`src/rtl/ast_width_divider.sv`:
```
// ast_width_divider: Avalon-ST wide-to-narrow width converter.
// One wide word is held and shifted out MSB-first as narrow beats.
module ast_width_divider #(
  parameter int DATA_IN_W   = 64,
  parameter int DATA_OUT_W  = 16,
  parameter int CHANNEL_W   = 10,
  parameter int EMPTY_IN_W  = $clog2(DATA_IN_W/8),
  parameter int EMPTY_OUT_W = (DATA_OUT_W > 8) ?
                              $clog2(DATA_OUT_W/8) : 1
) (
  input  logic                   clk,
  input  logic                   srst,
  input  logic [DATA_IN_W-1:0]   ast_data_i,
  input  logic                   ast_startofpacket_i,
  input  logic                   ast_endofpacket_i,
  input  logic                   ast_valid_i,
  input  logic [EMPTY_IN_W-1:0]  ast_empty_i,
  input  logic [CHANNEL_W-1:0]   ast_channel_i,
  output logic                   ast_ready_o,
  output logic [DATA_OUT_W-1:0]  ast_data_o,
  output logic                   ast_startofpacket_o,
  output logic                   ast_endofpacket_o,
  output logic                   ast_valid_o,
  output logic [EMPTY_OUT_W-1:0] ast_empty_o,
  output logic [CHANNEL_W-1:0]   ast_channel_o,
  input  logic                   ast_ready_i
);

  localparam int K     = DATA_IN_W / DATA_OUT_W;
  localparam int BI    = DATA_IN_W / 8;
  localparam int BO    = DATA_OUT_W / 8;
  localparam int IDX_W = $clog2(K);

  localparam logic [0:0] IDLE = 1'b0;
  localparam logic [0:0] SEND = 1'b1;

  logic [0:0]             state;
  logic [IDX_W-1:0]       idx;
  logic [IDX_W-1:0]       last;
  logic [DATA_IN_W-1:0]   word;
  logic                   sop_q;
  logic                   eop_q;
  logic [CHANNEL_W-1:0]   chan;
  logic [EMPTY_OUT_W-1:0] pad;

  logic [31:0]            vb;
  logic [31:0]            nb;
  logic [IDX_W-1:0]       last_n;
  logic [EMPTY_OUT_W-1:0] pad_n;

  logic at_last;
  logic take;
  logic give;

  // Beat count and trailing pad of the incoming word.
  always_comb begin
    vb = 32'(BI);
    if (ast_endofpacket_i)
      vb = 32'(BI) - 32'(ast_empty_i);
    nb = (vb + 32'(BO) - 32'd1) / 32'(BO);
    last_n = IDX_W'(K - 1);
    if (ast_endofpacket_i)
      last_n = IDX_W'(nb - 32'd1);
    pad_n = EMPTY_OUT_W'(nb * 32'(BO) - vb);
  end

  assign at_last     = (idx == last);
  assign ast_valid_o = (state == SEND);
  // ready_i feeds ready_o so a new word loads on the last beat.
  assign ast_ready_o = (state == IDLE) ||
                       (at_last && ast_ready_i);

  assign take = ast_valid_i && ast_ready_o;
  assign give = ast_valid_o && ast_ready_i;

  assign ast_data_o          = word[DATA_IN_W-1 -: DATA_OUT_W];
  assign ast_startofpacket_o = ast_valid_o && sop_q &&
                               (idx == '0);
  assign ast_endofpacket_o   = ast_valid_o && eop_q && at_last;
  assign ast_empty_o         = ast_endofpacket_o ? pad : '0;
  assign ast_channel_o       = chan;

  always_ff @(posedge clk or posedge srst) begin
    if (srst) begin
      state <= IDLE;
      idx   <= '0;
      last  <= '0;
      word  <= '0;
      sop_q <= 1'b0;
      eop_q <= 1'b0;
      chan  <= '0;
      pad   <= '0;
    end else if (take) begin
      state <= SEND;
      idx   <= '0;
      last  <= last_n;
      word  <= ast_data_i;
      sop_q <= ast_startofpacket_i;
      eop_q <= ast_endofpacket_i;
      chan  <= ast_channel_i;
      pad   <= pad_n;
    end else if (give) begin
      if (at_last) begin
        state <= IDLE;
      end else begin
        idx  <= idx + IDX_W'(1);
        word <= word << DATA_OUT_W;
      end
    end
  end

endmodule

```
`config.mk`:
```
export PLATFORM = sky130hd
export DESIGN_NAME = ast_width_divider
export DESIGN_NICKNAME = d
export VERILOG_FILES = /design/src/rtl/ast_width_divider.sv
export SDC_FILE = /design/constraint.sdc
export NUM_CORES = 1
export LEC_CHECK = 0
export CAP_MARGIN = 20
export CELL_PAD_IN_SITES_DETAIL_PLACEMENT = 1
export CELL_PAD_IN_SITES_GLOBAL_PLACEMENT = 1
export CORE_ASPECT_RATIO = 1.25
export CORE_MARGIN = 2
export CORE_UTILIZATION = 30
export DETAILED_ROUTE_END_ITERATION = 10
export GPL_TIMING_DRIVEN = 0
export PLACE_DENSITY_LB_ADDON = 0.1
export SLEW_MARGIN = 10
export SYNTH_ARGS = -nofsm -noshare
export SYNTH_HDL_FRONTEND = slang
export SYNTH_SLANG_ARGS = --single-unit
```
`constraint.sdc`:
```
create_clock -name clk -period 5 [get_ports clk]
set_clock_uncertainty 0.2 [all_clocks]
set_input_delay 0.5 -clock clk [delete_from_list [all_inputs] [get_ports clk]]
set_output_delay 0.5 -clock clk [all_outputs]
set_load 0.005 [all_outputs]
```
==> results.sh <==
export IMPL_finalHoldViolCount=0
export IMPL_synthCells=460
export IMPL_max_slew_worst_pin_slew_ns=0.6507
export IMPL_cts_sinks=82
export IMPL_startpoint_type="input pin"
export IMPL_cp_slowest_cell="clkdlybuf4s50_1"
export IMPL_critPathKind="in2out"
export IMPL_drc=0
export IMPL_crit_arrival_ns=2.74
export IMPL_slowest_delay_ns=0.52
export IMPL_syn_nets=546
export IMPL_num_io_pins=114
export IMPL_antenna_left=0
export IMPL_critPathTopFamily="buffers and inverters"
export IMPL_cts_buffers=9
export IMPL_finalSetupViolCount=0
export IMPL_die_w_um=117.4
export IMPL_drt_iter0_drc=137
export IMPL_start_util_pct=30.87
export IMPL_cts_tree="done"
export IMPL_nets=671
export IMPL_drt_total_wl_um=16690
export IMPL_fin_crit_ns=3.441
export IMPL_fmax_mhz=290.6
export IMPL_num_rows=51
export IMPL_die_area_sq_um=17120
export IMPL_ys_ff_latch=82
export IMPL_place_congestion=0.7920
export IMPL_max_slew_margin_pct=56.62
export IMPL_synthFlopType="dfrtp_1"
export IMPL_grt_use_total_pct=19.47
export IMPL_hp_class="reg2reg"
export IMPL_die_h_um=145.8
export IMPL_clock_path_buffers=2
export IMPL_p_per_area_nw_per_um2=618.6
export IMPL_synth_area_sq_um=4826
export IMPL_dp_hpwl_um=12180
export IMPL_postCtsSetupRepairBufs=0
export IMPL_core_sq_um=15630
export IMPL_wl_per_cell_um=20.82
export IMPL_vdd_drop_max_uv=213.7
export IMPL_diodes=0
export IMPL_fin_cells=802
export IMPL_synth_cell_types=31
export IMPL_grt_max_degree=52
export IMPL_p_leak_uw=0.002484
export IMPL_post_dp_cell_area_sq_um=6252
export IMPL_antenna_found_initial=0
export IMPL_place_inst=786
export IMPL_slew_viol_final=0
export IMPL_grt_pass1_wl_um=26590
export IMPL_yosysSeqAreaShare_pct=42.52
export IMPL_grt_overflow_total=0
export IMPL_syn2layout_area_growth_pct=35.81
export IMPL_finalHoldWorstSlack_ns=0.3003
export IMPL_run_status="completed"
export IMPL_grt_pass1_vias=4791
export IMPL_regArea_sq_um=2052
export IMPL_period_share_pct=68.82
export IMPL_cts_resized=0
export IMPL_firstDrtPassIters=4
export IMPL_drv_cap=0
export IMPL_synthArstFlopShare_pct=100.0
export IMPL_cts_hold_buf=0
export IMPL_multiInputGateArea_sq_um=2396
export IMPL_rsz0062_at_grt="false"
export IMPL_synth_enable_flop_cells=0
export IMPL_syn_avg_cell_area_sq_um=10.49
export IMPL_fin_area_sq_um=6554
export IMPL_path_cells="clkdlybuf4s50_1, clkbuf_1, clkbuf_1, nand2_1, nand2_1, clkdlybuf4s50_1"
export IMPL_vias=4396
export IMPL_clockRootBuffer="clkbuf_16"
export IMPL_drive_gt1_share_pct=11.19
export IMPL_via_per_inst=5.481
export IMPL_yosys_warnings=0
export IMPL_cp_max_fo=10
export IMPL_fillers=1783
export IMPL_path_buf_inv=4
export IMPL_worstSetupEndpointType="output pin"
export IMPL_crit_required_ns=4.30
export IMPL_cts_max_level=3
export IMPL_final_setup_tns_ns=0
export IMPL_port_buffer_count=113
export IMPL_clk_latency_ns=0.34
export IMPL_cts_reportedPaths_clkPinSlew_ns=0.06
export IMPL_final_util_pct=41.92
## layer usage
layer | GRT usage (%) | vias to the layer above | part of all wire (%)
met5 | 0 | - | 0
met3 | 3.840 | 23 | 4.6
met1 | 23.68 | 2224 | 44
li1 | - | 2034 | -
met2 | 34.47 | 115 | 50
met4 | 6.325 | 0 | 2.0
## per-stage QoR
stage               power [uW]  worst slack [ns]
finish                    4054             1.559
global route              4320             1.419
CTS                       4079             1.567
detailed placement        3366             1.554
global placement          3301            0.5500
floorplan                 2552             2.192
## placed cells by master, fill, tap and decap left out
| cell type | netlist | final |
|---|---|---|
| clkdlybuf4s50_1 | 0 | 113 |
| dfrtp_1 | 82 | 82 |
| nor2b_1 | 48 | 48 |
| a2bb2oi_1 | 48 | 48 |
| o31ai_1 | 48 | 48 |
| nor3b_1 | 48 | 48 |
| a311oi_1 | 48 | 48 |
| clkbuf_1 | 35 | 35 |
| buf_4 | 20 | 20 |
| a22o_1 | 18 | 18 |
| mux2_2 | 13 | 13 |
| buf_2 | 11 | 11 |
| clkbuf_16 | 0 | 9 |
| inv_1 | 7 | 6 |
| nor2_1 | 4 | 4 |
| nand2_1 | 4 | 4 |
| xor2_1 | 3 | 3 |
| and2_1 | 3 | 3 |
| ha_1 | 3 | 3 |
| inv_6 | 0 | 3 |
| o21ai_1 | 2 | 2 |
| a31oi_1 | 2 | 2 |
| and3_1 | 2 | 2 |
| clkinvlp_4 | 0 | 2 |
| xor2_2 | 1 | 1 |
| o21a_2 | 1 | 1 |
| buf_6 | 1 | 1 |
| nand2b_1 | 1 | 1 |
| buf_1 | 1 | 1 |
| o32ai_2 | 1 | 1 |
| o211ai_1 | 1 | 1 |
| o21ai_0 | 1 | 1 |
| inv_4 | 0 | 1 |
| xnor2_1 | 1 | 1 |
| o22ai_1 | 1 | 1 |
| a21o_1 | 1 | 1 |
| clkinv_2 | 0 | 1 |
| bufinv_16 | 0 | 1 |
| buf_16 | 0 | 1 |
## synthesized netlist by cell type, types with 2 or more instances
library cell   n  area share, %
a22o_1        18            3.3
a2bb2oi_1     48            8.7
a311oi_1      48            8.7
a31oi_1        2           0.26
and2_1         3           0.39
and3_1         2           0.26
buf_2         11            1.1
buf_4         20            3.1
clkbuf_1      35            2.7
dfrtp_1       82             43
ha_1           3           0.78
inv_1          7           0.54
mux2_2        13            3.0
nand2_1        4           0.31
nor2_1         4           0.31
nor2b_1       48            6.2
nor3b_1       48            7.5
o21ai_1        2           0.21
o31ai_1       48            7.5
xor2_1         3           0.54
## layout make-up
type	instances	share of cell area [%]
multi-input combinational	303	36.56
sequential	82	31.31
timing repair buffer	114	17.68
buffer	68	5.365
tap	212	4.047
clock buffer	9	3.436
clock inverter	7	1.165
inverter	7	0.4391
## where the power goes
| part | switching (uW) | internal (uW) | leakage, uW |
|---|---|---|---|
| sequential | 286 | 996 | 0.000973 |
| combinational | 1040 | 1030 | 0.00137 |
| clock | 303 | 392 | 0.000143 |
## sequential cells by signal, summed over array words and instances, names as in the netlist
register and cells:
ast_valid_o 1, eop_q 1, sop_q 1, idx 2, last 2, pad 1
ast_channel_o 10, word 64
## cell families (layout without fill, tap and decap cells)
logic type                 count (synthesis)  count (layout)  synth area share [%]
AOI/OAI and AO/OA                        172             172                 29.69
xor gates and xnor gates                   5               5                 1.063
adders and majority gates                  3               3                0.7779
buffers and inverters                     75             205                 7.830
DFF                                       82              82                 42.52
muxes                                     13              13                 3.033
and+or+nand+nor                          110             110                 15.09
## final timing paths
path	start	to	slack, ns	depth (start not counted)
max reg2reg	idx[1]	ast_valid_o	2.75	5
min in group asynchronous	srst	word[10]	0.32	2
max in group asynchronous	srst	word[40]	3.63	3
max	ast_ready_i	ast_ready_o	1.56	6
min	word[8]	word[8]	0.30	1
min reg2reg	word[8]	word[8]	0.30	1
## worst reg2reg max path: stages (launching register included)
cell	delay, ns
dfrtp_1	0.43
xor2_2	0.23
nor2_1	0.43
clkbuf_1	0.46
nand2_1	0.17
a21o_1	0.21
No activity file was read; power rests on OpenSTA's default activity.
